<file path="src/rtl/seg7_press_counter.sv">
// Two-digit BCD press counter driving a pair of active-low seven-segment digits.
// A wrap across 99/00 pulses o_Wrap and blanks both digits for FLASH_CYCLES cycles.
module seg7_press_counter #(
    parameter int unsigned FLASH_CYCLES = 12_500_000,
    parameter bit          WRAP         = 1'b1,
    parameter bit          LZ_BLANK     = 1'b1
) (
    input  logic       CLK,
    input  logic       RST_N,
    input  logic       i_Incr,
    input  logic       i_Decr,
    input  logic       i_Clear,
    output logic [6:0] o_Seg_Ones,
    output logic [6:0] o_Seg_Tens,
    output logic [7:0] o_Count,
    output logic       o_Wrap
);

    localparam int unsigned       FlashW    = $clog2(FLASH_CYCLES + 1);
    localparam logic [FlashW-1:0] FlashLoad = FlashW'(FLASH_CYCLES);
    localparam logic [6:0]        SegBlank  = 7'h7F;
    localparam logic [6:0]        SegZero   = 7'h40;
    localparam logic [6:0]        SegTensRst = LZ_BLANK ? SegBlank : SegZero;

    function automatic logic [6:0] seg_decode(input logic [3:0] digit);
        logic [6:0] seg;
        case (digit)
            4'd0:    seg = 7'h40;
            4'd1:    seg = 7'h79;
            4'd2:    seg = 7'h24;
            4'd3:    seg = 7'h30;
            4'd4:    seg = 7'h19;
            4'd5:    seg = 7'h12;
            4'd6:    seg = 7'h02;
            4'd7:    seg = 7'h78;
            4'd8:    seg = 7'h00;
            4'd9:    seg = 7'h10;
            default: seg = SegBlank;
        endcase
        return seg;
    endfunction

    logic [3:0]        tens_q, tens_d;
    logic [3:0]        ones_q, ones_d;
    logic [FlashW-1:0] flash_q, flash_d;
    logic              wrap_d;
    logic              blank;
    logic [6:0]        seg_ones_d, seg_tens_d;

    always_comb begin
        tens_d = tens_q;
        ones_d = ones_q;
        wrap_d = 1'b0;
        if (i_Clear) begin
            tens_d = 4'd0;
            ones_d = 4'd0;
        end else if (i_Incr && !i_Decr) begin
            if (ones_q != 4'd9) begin
                ones_d = ones_q + 4'd1;
            end else if (tens_q != 4'd9) begin
                ones_d = 4'd0;
                tens_d = tens_q + 4'd1;
            end else if (WRAP) begin
                ones_d = 4'd0;
                tens_d = 4'd0;
                wrap_d = 1'b1;
            end
        end else if (i_Decr && !i_Incr) begin
            if (ones_q != 4'd0) begin
                ones_d = ones_q - 4'd1;
            end else if (tens_q != 4'd0) begin
                ones_d = 4'd9;
                tens_d = tens_q - 4'd1;
            end else if (WRAP) begin
                ones_d = 4'd9;
                tens_d = 4'd9;
                wrap_d = 1'b1;
            end
        end

        // A wrap always restarts the flash, even one already in progress.
        if (i_Clear) begin
            flash_d = '0;
        end else if (wrap_d) begin
            flash_d = FlashLoad;
        end else if (flash_q != '0) begin
            flash_d = flash_q - 1'b1;
        end else begin
            flash_d = flash_q;
        end

        blank      = (flash_d != '0);
        seg_ones_d = blank ? SegBlank : seg_decode(ones_d);
        seg_tens_d = (blank || (LZ_BLANK && (tens_d == 4'd0))) ? SegBlank : seg_decode(tens_d);
    end

    always_ff @(posedge CLK or negedge RST_N) begin
        if (!RST_N) begin
            tens_q     <= 4'd0;
            ones_q     <= 4'd0;
            flash_q    <= '0;
            o_Wrap     <= 1'b0;
            o_Seg_Ones <= SegZero;
            o_Seg_Tens <= SegTensRst;
        end else begin
            tens_q     <= tens_d;
            ones_q     <= ones_d;
            flash_q    <= flash_d;
            o_Wrap     <= wrap_d;
            o_Seg_Ones <= seg_ones_d;
            o_Seg_Tens <= seg_tens_d;
        end
    end

    assign o_Count = {tens_q, ones_q};

endmodule

</file>
<file path="config.mk">
export PLATFORM = sky130hd
export DESIGN_NAME = seg7_press_counter
export DESIGN_NICKNAME = d
export VERILOG_FILES = /design/src/rtl/seg7_press_counter.sv
export SDC_FILE = /design/constraint.sdc
export NUM_CORES = 1
export LEC_CHECK = 0
export ABC_AREA = 1
export CORE_MARGIN = 4
export CORE_UTILIZATION = 59
export DETAILED_ROUTE_END_ITERATION = 8
export PLACE_DENSITY_LB_ADDON = 0.25
export SLEW_MARGIN = 20
export SYNTH_ARGS = -nofsm -noshare
export SYNTH_HDL_FRONTEND = slang
export SYNTH_SLANG_ARGS = --single-unit
</file>
<file path="constraint.sdc">
create_clock -name CLK -period 2.6 [get_ports CLK]
set_input_delay 0.26 -clock CLK [delete_from_list [all_inputs] [get_ports CLK]]
set_output_delay 0.26 -clock CLK [all_outputs]
set_load 0.05 [all_outputs]
</file>
==> results.cfg, run 1 <==
[cts]
cts_tree = yes
clockRootBuffer = clkbuf_8
clockBufferDepth = 2
cts_buffers = 5
clk_latency_ns = 0.30
cts.sinks = 47
clk_pin_slew_ns = 0.09
htree_levels = 2

[sta]
min_period_over_period = 0.9352
holdWs_ns = 0.4748
fin_crit_ns = 2.432
rsz0062_at_grt = no
slew_violations = 0
setup_violations = 0
worst_slew_pin_slew_ns = 0.5657
fmax_mhz = 411.3
final.setup.tns_ns = 0
skew_ns = 0.004824
max-slew-margin-rel = 0.6229
hold_viol_final = 0

[die]
dieArea_um2 = 7141
row_count = 27
die_w_um = 84.51
initial_core_util = 0.6158
die_h_um = 84.51
core_um2 = 5608
ioPinCount = 28

[power_and_ir_drop]
total_power_mw = 4.428
peakVddDrop_mv = 0.7742
power_leakage_nw = 2.176
powerDensity_nw_per_um2 = 1097

[finish]
regArea_um2 = 1189
fillers = 462
stdcell_count = 613
antenna_cells = 0
layout.nets = 563
multiInputGateArea_um2 = 1992
final_layout_size_suffix_gt1_frac = 0.1275
synthToLayoutAreaGrowth_pct = 16.92

[synthesis]
yosysWarnings = 0
synthTopCellsByArea = dfrtp_1 (28%), nand2_1 (15%), nor2_1 (7.4%)
ys_seq_elements = 47
postSynthAreaPerCell_um2 = 6.948
ys_seq_area_frac = 0.3435
synth.net_count = 520
synthCells = 497
synth_top_cell_area_share = 0.2826
syn_area_um2 = 3453
yosysUniqueCellTypes = 31
synth_largest_area_cell = dfrtp_1

[job]
maxCapViolCount = 0

[setup_path]
required_ns = 2.77
r2r-start = ones_q[0]
crit_family = simple AND/OR/NAND/NOR gates
crit_arrival_ns = 2.60
reg2reg_depth = 15
slowest_delay_ns = 0.46
worst-path-max-fanout = 7
crit_top_cell = nand2_4
cp_slowest_cell = dfrtp_2
criticalPathCategory = reg2reg
worstPathCellList = inv_1 > ha_2 > nand3_2 > nor2_4 > nand2_2 > nand2_4 > nand2_4 > nand2_4 > inv_4 > nand2_1 > nand2_1 > nor2_1 > nand2_2 > nor2_4 > nand4_1
crit_start = ones_q[0]
cp-end-kind = flop
crit_buf_inv = 2
start_kind = flop
crit_cells = 15

[placement]
portBuffers = 27
gp_congestion = 0.9403
dp_hpwl_um = 6326
dp_cells = 600

[grt]
grtUsageTotal = 0.2455
grt_pass1_vias = 3319
overflow = 0
antenna_found_initial = 0
grt_max_degree = 25
grt_pass1_wl_um = 14590

[run_status]
status = finished clean

[drt]
routed_wl_um = 8266
drtPass1Iterations = 4
num_vias = 3334
viasPerCell = 5.439
ant_nets = 0
drt-wirelength-per-cell_um = 13.48
drc = 0
drt_iter0_drc = 170

[hold_path]
hold_path_class = in2async
==> cells in the mapped netlist <==
library cell	n
nor2_1	68
dfrtp_1	39
inv_2	3
dfstp_2	8
xnor2_1	3
a31oi_1	5
ha_1	18
o21ai_1	5
o31ai_1	1
a21boi_0	1
nor2_4	6
clkbuf_1	3
buf_6	4
nand3b_1	10
nor2_2	4
xor2_1	6
nand2_4	4
nand2_2	3
nand3_1	44
inv_1	64
nand2_1	142
nand4_1	17
o21ai_0	11
a21oi_4	1
nor3_1	2
a21oi_1	15
or2_2	1
o22ai_1	1
nand3_2	4
inv_4	1
o211ai_1	3
==> what timing repair did <==
action / in CTS / in global routing
setup endpoints to repair: 0 / 14
buffers inserted: 0 / 3
hold endpoints to repair: 23 / 0
hold buffers: 1 / 0
gates resized for setup: 0 / 14
==> placed cells by master (no fill, tap or decap), types with 2 or more instances in the layout <==
master | synthesis | final
clkbuf_8 | 0 | 5
ha_1 | 18 | 17
o21ai_1 | 5 | 6
nand3_1 | 44 | 44
inv_1 | 64 | 61
dfstp_2 | 8 | 8
o211ai_1 | 3 | 3
xor2_1 | 6 | 6
nor2_4 | 6 | 8
dfrtp_1 | 39 | 37
nand2_2 | 3 | 4
nand2_4 | 4 | 4
nor2_2 | 4 | 5
o21ai_0 | 11 | 10
nor2_1 | 68 | 66
dfrtp_2 | 0 | 2
inv_2 | 3 | 6
nand4_1 | 17 | 17
buf_4 | 0 | 13
a21oi_1 | 15 | 15
a31oi_1 | 5 | 5
xnor2_1 | 3 | 3
nand2_1 | 142 | 141
nand3_2 | 4 | 3
clkdlybuf4s50_1 | 0 | 26
nand3b_1 | 10 | 10
==> report_power, final <==
group	leakage [nW]	total, mW	switching (mW)	internal, mW
Combinational	1.54	2.77	1.85	0.922
Sequential	0.576	1.10	0.175	0.925
Clock	0.0587	0.553	0.261	0.292
==> flip-flops by register name, indices dropped and copies added, names as in the netlist <==
| signal | flops |
|---|---|
| tens_q | 4 |
| o_Wrap | 1 |
| flash_q | 24 |
| ones_q | 4 |
| o_Seg_Tens | 7 |
| o_Seg_Ones | 7 |
==> area by class of cell <==
class,instances,share of cell area
Sequential cell,47,0.2944
Timing Repair Buffer,42,0.09730
Multi-Input combinational cell,376,0.4933
Tap cell,72,0.02231
Clock buffer,5,0.01704
Clock inverter,3,0.01178
Inverter,68,0.06384
==> routing by layer <==
metal,track usage,vias up,share of wire
li1,-,1673,-
met1,0.2845,1542,0.41
met2,0.4441,97,0.52
met3,0.04514,22,0.046
met4,0.09784,0,0.025
met5,0,-,0
==> worst reg2reg max path: cells and delay by family, from the launching register on <==
family                     cells  cell delay [ns]
adders and majority gates      1             0.21
DFF                            1             0.46
and+or+nand+nor               12             1.46
buffers and inverters          2             0.19
==> kinds of logic after synthesis <==
family	after synthesis	synth area share
AND/OR/NAND/NOR	305	0.4062
XOR/XNOR	9	0.02283
flip-flops	47	0.3435
adder cells (fa/ha/maj)	18	0.06522
AO/OA/AOI/OAI	43	0.07138
buffers and inverters	75	0.09094
==> path summary, 6_finish.rpt <==
path / endpoint / slack [ns]
setup / recovery: o_Seg_Ones[5] / 0.17
hold / removal: flash_q[20] / 0.47
setup reg to reg: o_Seg_Ones[5] / 0.17
hold reg to reg: flash_q[0] / 0.61
max in group asynchronous: o_Seg_Tens[1] / 1.35
min in group CLK: flash_q[0] / 0.61
==> through the flow <==
stage / util / worst slack, ns / cell area, µm²
after floorplan: - / 0.002500 / 3453
after global placement: 0.6838 / 0.1410 / 3835
after detailed placement: 0.6838 / 0.05563 / 3835
after CTS: 0.7064 / 0.08776 / 3961
after global routing: 0.7200 / 0.01163 / 4038
final: 0.7200 / 0.1685 / 4038
Power figures use the tool's default switching activity.
==> inputs of run 2 (changes only) <==
- CELL_PAD_IN_SITES_DETAIL_PLACEMENT: unset -> 1
- CELL_PAD_IN_SITES_GLOBAL_PLACEMENT: unset -> 2
- CORE_UTILIZATION: 59 -> 33
==> run 2 against run 1 <==
Maximum frequency increased by 1.8%. Design area increased by 3.9%. Sequential cell count unchanged. Die area increased by 70%. Core utilization decreased by 31 points. Non-clock buffer count increased by 11. Worst hold slack improved by 0.0053 ns. Clock-buffer cell count unchanged. Via count about the same. Final cell count increased by 12%. Sequential share of layout area decreased by 1.1 points. Critical endpoint is now o_Seg_Ones[0].
==> results.cfg, run 2 (same netlist as run 1, synthesis figures left out) <==
[power_and_ir_drop]
power_leakage_nw = 2.227
switchingPower_mw = 2.436
comb_power_share = 0.636
total_power_mw = 4.629
p_int_mw = 2.194
peakVddDrop_mv = 0.3835
p_clk_frac = 0.126
powerDensity_nw_per_um2 = 1104
seqPwrFrac = 0.237
sw_frac_of_total = 0.5261

[drt]
routed_wl_um = 10470
drt_iter0_drc = 64
viasPerCell = 4.844
ant_nets = 0
drt-wirelength-per-cell_um = 15.22
num_vias = 3333
drc = 0
drtPass1Iterations = 6

[grt]
grt_pass1_vias = 3605
overflow = 0
antenna_found_initial = 0
grt_max_degree = 43
grt_pass1_wl_um = 17430
grtUsageTotal = 0.1836

[setup_path]
worst-path-max-fanout = 9
criticalPathCategory = reg2reg
r2r-start = ones_q[1]
r2r-end = o_Seg_Ones[0]
required_ns = 2.78
crit_start = ones_q[1]
start_kind = flop
crit_arrival_ns = 2.57
endpoint = o_Seg_Ones[0]
reg2reg_depth = 15
cp-end-kind = flop
worst-r2r-setup-slack_ns = 0.21

[run_status]
status = finished clean

[placement]
gp_congestion = 0.8431
portBuffers = 27
dp_hpwl_um = 8193

[die]
initial_core_util = 0.3360
row_count = 37
die_w_um = 110.3
ioPinCount = 28
dieArea_um2 = 12170
die_h_um = 110.3
core_um2 = 10280

[finish]
synthToLayoutAreaGrowth_pct = 21.45
antenna_cells = 0
final_common_cell = nand2_1
final_layout_size_suffix_gt1_frac = 0.1413
multiInputGateArea_um2 = 1984
regArea_um2 = 1187
fillers = 1351
fin_util = 0.4081
reg.largest.list = flash_q x24, o_Seg_Ones x7, o_Seg_Tens x7
largest-register = flash_q
layout.nets = 574
final_cell_mix = nand2_1 (141), nor2_1 (66), inv_1 (62)
largest_register_ffs = 24

[sta]
fin_crit_ns = 2.390
skew_ns = 0.007699
worst_slew_pin_slew_ns = 0.5834
fmax_mhz = 418.5
hold_viol_final = 0
slew_violations = 0
min_period_over_period = 0.9191
setup_violations = 0
max-slew-margin-rel = 0.6110

[cts]
clk_latency_ns = 0.31
cts.sinks = 47
cts_buffers = 5
htree_levels = 2
cts_tree = yes
clockRootBuffer = clkbuf_8
clk_pin_slew_ns = 0.10
clockBufferDepth = 2

[hold_path]
hold_path_class = in2async

[job]
maxCapViolCount = 0
[run 2: cell type report]
class | count | area share
clock buffers | 5 | 0.01641
flip-flops and latches | 47 | 0.2831
repair buffers | 53 | 0.1140
inverters | 68 | 0.06146
well taps | 136 | 0.04057
multi-input cells | 376 | 0.4731
clock inverters | 3 | 0.01134
[run 2: repair_timing]
action,4_1_cts,5_1_grt
buffers inserted,0,4
endpoints found under the hold margin,0,39
hold buffers,0,1
setup endpoints to repair,0,14
resized for setup,0,10
[run 2: layer usage]
metal / vias up / share of wire / track usage
met2: 25 / 0.52 / 0.3371
li1: 1690 / - / -
met3: 12 / 0.014 / 0.02271
met4: 0 / 0.023 / 0.05101
met5: - / 0 / 0
met1: 1606 / 0.44 / 0.2248
[run 2: power by group through the flow]
stage          sequential (mW)  clock, mW  combinational [mW]
2_1_floorplan             1.22          0                1.93
3_3_place_gp              1.11          0                2.73
3_5_place_dp              1.11          0                2.79
4_1_cts                   1.10      0.598                2.80
5_1_grt                   1.13      0.633                3.35
6_report                  1.10      0.585                2.95
[run 2: worst min-delay path by stage]
| stage | cells after the start | from | slack [ns] | to |
|---|---|---|---|---|
| after floorplan | 0 | RST_N | -0.04 | flash_q[0] |
| after CTS | 1 | RST_N | 0.15 | flash_q[20] |
| after global routing | 2 | RST_N | 0.54 | flash_q[20] |
| after global placement | 1 | RST_N | 0.49 | flash_q[19] |
| after detailed placement | 1 | RST_N | 0.49 | flash_q[20] |
| final | 2 | RST_N | 0.48 | flash_q[20] |
[run 2: through the flow]
step | setup TNS (ns) | setup WS, ns | cell area, µm² | instances | hold slack (ns)
global placement | 0 | 0.04592 | 3990 | 674 | 0.4888
CTS | 0 | 0.05675 | 4106 | 682 | 0.1512
finish | 0 | 0.2105 | 4194 | 688 | 0.4801
global route | -0.02749 | -0.02302 | 4194 | 688 | 0.5367
floorplan | 0 | 0.002500 | 3453 | 497 | -0.03559
detailed placement | -0.09345 | -0.02635 | 3990 | 674 | 0.4874
[run 2: critical path: stages (launching register included)]
cell     delay (ns)
dfrtp_1        0.39
inv_1          0.12
ha_1           0.18
nand2_2        0.09
nor2_4         0.24
nand2_4        0.08
a21oi_4        0.15
nand2_4        0.12
nand2_4        0.13
inv_4          0.07
nand2_1        0.08
nand2_1        0.06
nor2_1         0.14
nand2_2        0.12
nor2_4         0.21
nand4_1        0.10
